==> config.mk <==
export PLATFORM = sky130hd
export DESIGN_NAME = nibble_serial_adder_ctrl
export DESIGN_NICKNAME = d
export VERILOG_FILES = /design/src/rtl/nibble_serial_adder_ctrl.sv
export SDC_FILE = /design/constraint.sdc
export NUM_CORES = 1
export LEC_CHECK = 0
export ABC_AREA = 1
export BUFFER_PORTS_ARGS = -buffer_cell sky130_fd_sc_hd__buf_4
export CAP_MARGIN = 20
export CORE_MARGIN = 4
export CORE_UTILIZATION = 49
export DETAILED_ROUTE_END_ITERATION = 10
export HOLD_SLACK_MARGIN = 0.06
export PLACE_DENSITY_LB_ADDON = 0.25
export SYNTH_ARGS = -nofsm -noshare
export SYNTH_HDL_FRONTEND = slang
export SYNTH_SLANG_ARGS = --single-unit
==> constraint.sdc <==
create_clock -name clk -period 3 [get_ports clk]
set_input_delay 0 -clock clk [delete_from_list [all_inputs] [get_ports clk]]
set_output_delay 0 -clock clk [all_outputs]
set_load 0.02 [all_outputs]
==> src/rtl/nibble_serial_adder_ctrl.sv <==
// Wide add/subtract built from one 4-bit ripple-carry slice,
// stepped one nibble per clock, least-significant nibble first.

module four_bit_rca (
    input  logic [3:0] A,
    input  logic [3:0] B,
    input  logic       Cin,
    output logic [3:0] S,
    output logic       Cout
);
    logic [4:0] c;

    always_comb begin
        c    = '0;
        S    = '0;
        c[0] = Cin;
        for (int i = 0; i < 4; i++) begin
            S[i]   = A[i] ^ B[i] ^ c[i];
            c[i+1] = (A[i] & B[i]) | (c[i] & (A[i] ^ B[i]));
        end
        Cout = c[4];
    end
endmodule

module nibble_serial_adder_ctrl #(
    parameter int NIBBLES = 4
) (
    input  logic                 clk,
    input  logic                 rst_n,
    input  logic                 in_valid,
    output logic                 in_ready,
    input  logic [4*NIBBLES-1:0] op_a,
    input  logic [4*NIBBLES-1:0] op_b,
    input  logic                 sub,
    output logic                 out_valid,
    input  logic                 out_ready,
    output logic [4*NIBBLES-1:0] sum,
    output logic                 cout,
    output logic                 overflow,
    output logic                 zero,
    output logic                 busy
);
    localparam int W  = 4 * NIBBLES;
    localparam int IW = (NIBBLES > 1) ? $clog2(NIBBLES) : 1;
    localparam logic [IW-1:0] LAST = IW'(NIBBLES - 1);

    typedef enum logic [1:0] {
        IDLE = 2'd0,
        RUN  = 2'd1,
        DONE = 2'd2
    } state_t;

    state_t state;
    state_t state_next;

    logic [W-1:0]  a_reg;
    logic [W-1:0]  b_reg;
    logic          sub_reg;
    logic          carry_reg;
    logic [IW-1:0] idx;
    logic [W-1:0]  sum_reg;
    logic          cout_reg;
    logic          ovf_reg;
    logic          zero_reg;

    logic [3:0]    nib_a;
    logic [3:0]    nib_b;
    logic [3:0]    nib_s;
    logic          nib_cout;
    logic [W-1:0]  sum_next;
    logic          last;

    four_bit_rca u_rca (
        .A    (nib_a),
        .B    (nib_b),
        .Cin  (carry_reg),
        .S    (nib_s),
        .Cout (nib_cout)
    );

    // Operand slice and the sum as it will look after this edge's write.
    always_comb begin
        nib_a    = a_reg[{idx, 2'b00} +: 4];
        nib_b    = b_reg[{idx, 2'b00} +: 4] ^ {4{sub_reg}};
        sum_next = sum_reg;
        sum_next[{idx, 2'b00} +: 4] = nib_s;
        last     = (idx == LAST);
    end

    always_ff @(posedge clk) begin
        if (!rst_n) begin
            state <= IDLE;
        end else begin
            state <= state_next;
        end
    end

    always_comb begin
        state_next = state;
        in_ready   = 1'b0;
        out_valid  = 1'b0;
        busy       = 1'b0;
        unique case (state)
            IDLE: begin
                in_ready = 1'b1;
                if (in_valid) state_next = RUN;
            end
            RUN: begin
                busy = 1'b1;
                if (last) state_next = DONE;
            end
            DONE: begin
                busy      = 1'b1;
                out_valid = 1'b1;
                if (out_ready) state_next = IDLE;
            end
            default: state_next = IDLE;
        endcase
    end

    always_ff @(posedge clk) begin
        if (!rst_n) begin
            a_reg     <= '0;
            b_reg     <= '0;
            sub_reg   <= 1'b0;
            carry_reg <= 1'b0;
            idx       <= '0;
            sum_reg   <= '0;
            cout_reg  <= 1'b0;
            ovf_reg   <= 1'b0;
            zero_reg  <= 1'b0;
        end else begin
            unique case (state)
                IDLE: begin
                    if (in_valid) begin
                        a_reg     <= op_a;
                        b_reg     <= op_b;
                        sub_reg   <= sub;
                        carry_reg <= sub;
                        idx       <= '0;
                    end
                end
                RUN: begin
                    sum_reg   <= sum_next;
                    carry_reg <= nib_cout;
                    idx       <= idx + 1'b1;
                    if (last) begin
                        cout_reg <= nib_cout;
                        ovf_reg  <= (a_reg[W-1] == (b_reg[W-1] ^ sub_reg))
                                 && (sum_next[W-1] != a_reg[W-1]);
                        zero_reg <= (sum_next == '0);
                    end
                end
                default: ;
            endcase
        end
    end

    assign sum      = sum_reg;
    assign cout     = cout_reg;
    assign overflow = ovf_reg;
    assign zero     = zero_reg;
endmodule

==> flow_metrics.py <==
metrics = {
    "route": {
        "drt_drc_violations_left": 0,
        "avgViaCountPerCell": 5.07,
        "firstDrtPassIters": 5,
        "routedWlPerCell_um": 13.0,
        "vias": 3014,
        "wirelength_um": 7730,
        "ant_nets": 0,
        "drt_iter0_markers": 148,
    },
    "synthesis": {
        "synth_flop_cell": "dfxtp_1",
        "synthTopCellsByArea": "dfxtp_1, nor2_1, o21ai_0",
        "synth_largest_area_cell": "dfxtp_1",
        "netlist_area_mm2": 0.00292,
        "synthesized_instance_count": 421,
        "seq_total_area_yosys": 0.390,
        "synth_fp_nets": 471,
        "synth_largest_type_area_fraction": 0.390,
        "synthesis.area_per_instance_um2": 6.94,
        "ys_types": 33,
        "async_flop_share": 0,
        "synth.yosys.warnings": 0,
        "count_of_flip_flops_with_a_built_in_enable_after_synthesis": 0,
        "synth.ff_latch_count": 57,
    },
    "die": {
        "die_h_um": 85.2,
        "io-pin-count": 59,
        "die_width_um": 85.2,
        "placement_rows": 27,
        "fp.dieArea_mm2": 0.00726,
        "starting_density_of_the_core": 0.518,
        "core-area_mm2": 0.00564,
    },
    "timing": {
        "final-setup-viol-count": 3,
        "worst_slew_pin_slew_ns": 0.897,
        "slack_of_the_critical_path_ns": -0.107,
        "relSlewSlack": 0.402,
        "grt_setup_unrepaired": "true",
        "finClkSkew_ns": 0.00641,
        "achievable-frequency_mhz": 322,
        "timing.final.hold_violations": 0,
        "min_period_ns": 3.11,
        "drv_slew": 0,
        "period_share": 1.04,
    },
    "status": {
        "violations": "setup timing",
        "status": "finished with violations",
    },
    "final_layout": {
        "num_antenna_cells": 0,
        "num-fill-cells": 450,
        "fin_nets": 567,
        "final_cell_count_without_fillers": 594,
        "area.growth.synth_to_final_pct": 37.8,
        "area.sequential_mm2": 0.00115,
        "multi_input_comb_area_mm2": 0.00153,
        "final_layout_size_suffix_gt1_frac": 0.213,
    },
    "clocking": {
        "tritoncts.num_buffers": 9,
        "cts.root.buffer_cell": "clkbuf_8",
        "htree_levels": 3,
        "clockBufferDepth": 2,
        "tritoncts": "done",
        "clk-insertion-delay-late_ns": 0.33,
        "numClockSinks": 57,
        "clk_pin_slew_ns": 0.07,
    },
    "placed_design": {
        "place.detailed.hpwl_um": 5350,
        "place.detailed.instances": 544,
        "portBuffers": 58,
        "dpl_worst_slack_ns": -0.130,
        "placer_s_final_routability_congestion_estimate": 0.875,
    },
    "critical_path": {
        "regToRegSetupSlack_ns": -0.11,
        "rr_startpoint": "idx[0]",
        "cp-end-kind": "flop",
        "r2r_end": "overflow",
        "critical_path.startpoint_type": "flop",
        "crit_type": "flop to flop",
        "crit_arrival_ns": 3.34,
        "worstPathRequired_ns": 3.23,
        "path_max_fanout": 5,
        "r2r_cell_count": 14,
    },
    "pwr": {
        "p_switching_uw": 1720,
        "share_seq_of_total_power": 0.290,
        "leak_pwr_uw": 0.00194,
        "int_pwr_uw": 2280,
        "powerDensity_mw_per_mm2": 994,
        "p_sw_frac": 0.430,
        "power.clock.fraction": 0.187,
        "vdd_drop_max_v": 0.000525,
        "power.total_uw": 4000,
        "comb_power_share": 0.524,
    },
    "hold_path": {
        "timing.hold.worst.start": "rst_n",
        "hold_path_end": "a_reg[5]",
        "worstHoldPathCells": 3,
        "min-delay-path-class": "input pin to flop",
    },
    "flow_run": {
        "max_cap_viol_count": 0,
    },
    "grt": {
        "grt.overflow.total": 0,
        "grtUsageTotal": 0.219,
        "wire_length_of_the_first_global_routing_pass_um": 12800,
        "grt_start_max_net_pins": 43,
        "first_global_vias": 2949,
        "grt_antenna_before_repair": 0,
    },
}
per-layer routing:
| metal | up-vias | GRT usage | wire [µm] |
|---|---|---|---|
| met2 | 87 | 0.387 | 3780 |
| met4 | 0 | 0.101 | 218 |
| li1 | 1544 | - | - |
| met1 | 1359 | 0.249 | 3350 |
| met5 | - | 0 | 0 |
| met3 | 24 | 0.0495 | 390 |
synth_stat cells (2+ instances only):
cell	number
inv_1	43
nor2_1	115
clkbuf_1	10
buf_6	4
ha_1	9
o211ai_1	4
buf_2	6
dfxtp_1	57
o22ai_1	6
nand2_1	51
xor2_1	4
a32o_1	2
o21ai_0	62
nand3_1	15
a21oi_1	12
fa_1	4
cells by family (layout without fill, tap and decap cells):
group	after synthesis	after routing	synth area share
compound gates	93	93	0.177
simple gates	186	186	0.250
mux	1	1	0.00342
xor+xnor	5	5	0.0150
flops	57	57	0.390
fa+ha+maj	13	13	0.0659
buf+inv	66	167	0.0985
power groups by stage:
stage / Clock [µW] / Combinational (µW) / Sequential [µW]
after floorplan: 0 / 1380 / 1230
after global placement: 0 / 1980 / 1160
after detailed placement: 0 / 2010 / 1170
after CTS: 754 / 2080 / 1160
after global routing: 794 / 2350 / 1190
final: 748 / 2100 / 1160
critical path, stage by stage (launching register included):
cell and delay [ns]:
dfxtp_4 0.39, o21ai_2 0.08, o22ai_2 0.18, xor2_1 0.20, fa_2 0.23, inv_2 0.04, fa_2 0.33, fa_2 0.35
fa_1 0.53, nor2_2 0.06, nand3_1 0.13, nand2_1 0.09, a31o_2 0.23, o21ai_1 0.12, inv_1 0.05
stage by stage:
step / cell area (µm²) / setup TNS [ns] / utilization / hold WS [ns]
floorplan: 2940 / -0.199 / - / 0.138
global placement: 3450 / -0.00477 / 0.611 / 0.252
detailed placement: 3450 / -0.289 / 0.611 / 0.261
CTS: 4020 / -0.114 / 0.713 / 0.0769
global route: 4030 / -0.669 / 0.714 / 0.104
finish: 4030 / -0.201 / 0.714 / 0.0849
timing repair:
| item | in CTS | in global routing |
|---|---|---|
| hold buffers | 33 | 0 |
| setup buffers | 1 | 0 |
| gates resized for setup | 11 | 2 |
| pin swaps | 5 | 1 |
| gates cloned | 0 | 0 |
| setup endpoints to repair | 3 | 4 |
| endpoints found under the hold margin | 33 | 0 |
area by class of cell:
cell class / count / share of cell area
Inverter: 45 / 0.0432
Multi-Input combinational cell: 298 / 0.380
Sequential cell: 57 / 0.285
Clock buffer: 14 / 0.0429
Timing Repair Buffer: 106 / 0.218
Clock inverter: 2 / 0.00870
Tap cell: 72 / 0.0224
cells in the final DEF (no fill, tap or decap), drive strengths merged, types with 2 or more instances in the layout:
master | Yosys | routed
dlygate4sd3 | 0 | 33
dfxtp | 57 | 57
fa | 4 | 4
a32o | 2 | 2
o21ai | 63 | 63
nand2 | 52 | 52
buf | 11 | 73
xor2 | 4 | 4
o211ai | 4 | 4
clkbuf | 10 | 14
a21oi | 13 | 13
inv | 45 | 45
o22ai | 6 | 6
nor2 | 116 | 116
nand3 | 15 | 15
ha | 9 | 9
worst max-delay path by stage:
stage                     startpoint       end  slack [ns]  cells after the start
final                         idx[0]  overflow       -0.11                     14
after global routing          idx[0]      zero       -0.28                     17
after detailed placement      idx[1]      zero       -0.13                     17
after floorplan               idx[0]  overflow       -0.11                     16
after global placement        idx[0]      zero      -0.005                     17
after CTS                     idx[0]  overflow       -0.06                     15
Note: power is estimated with default switching activity, not from simulation.
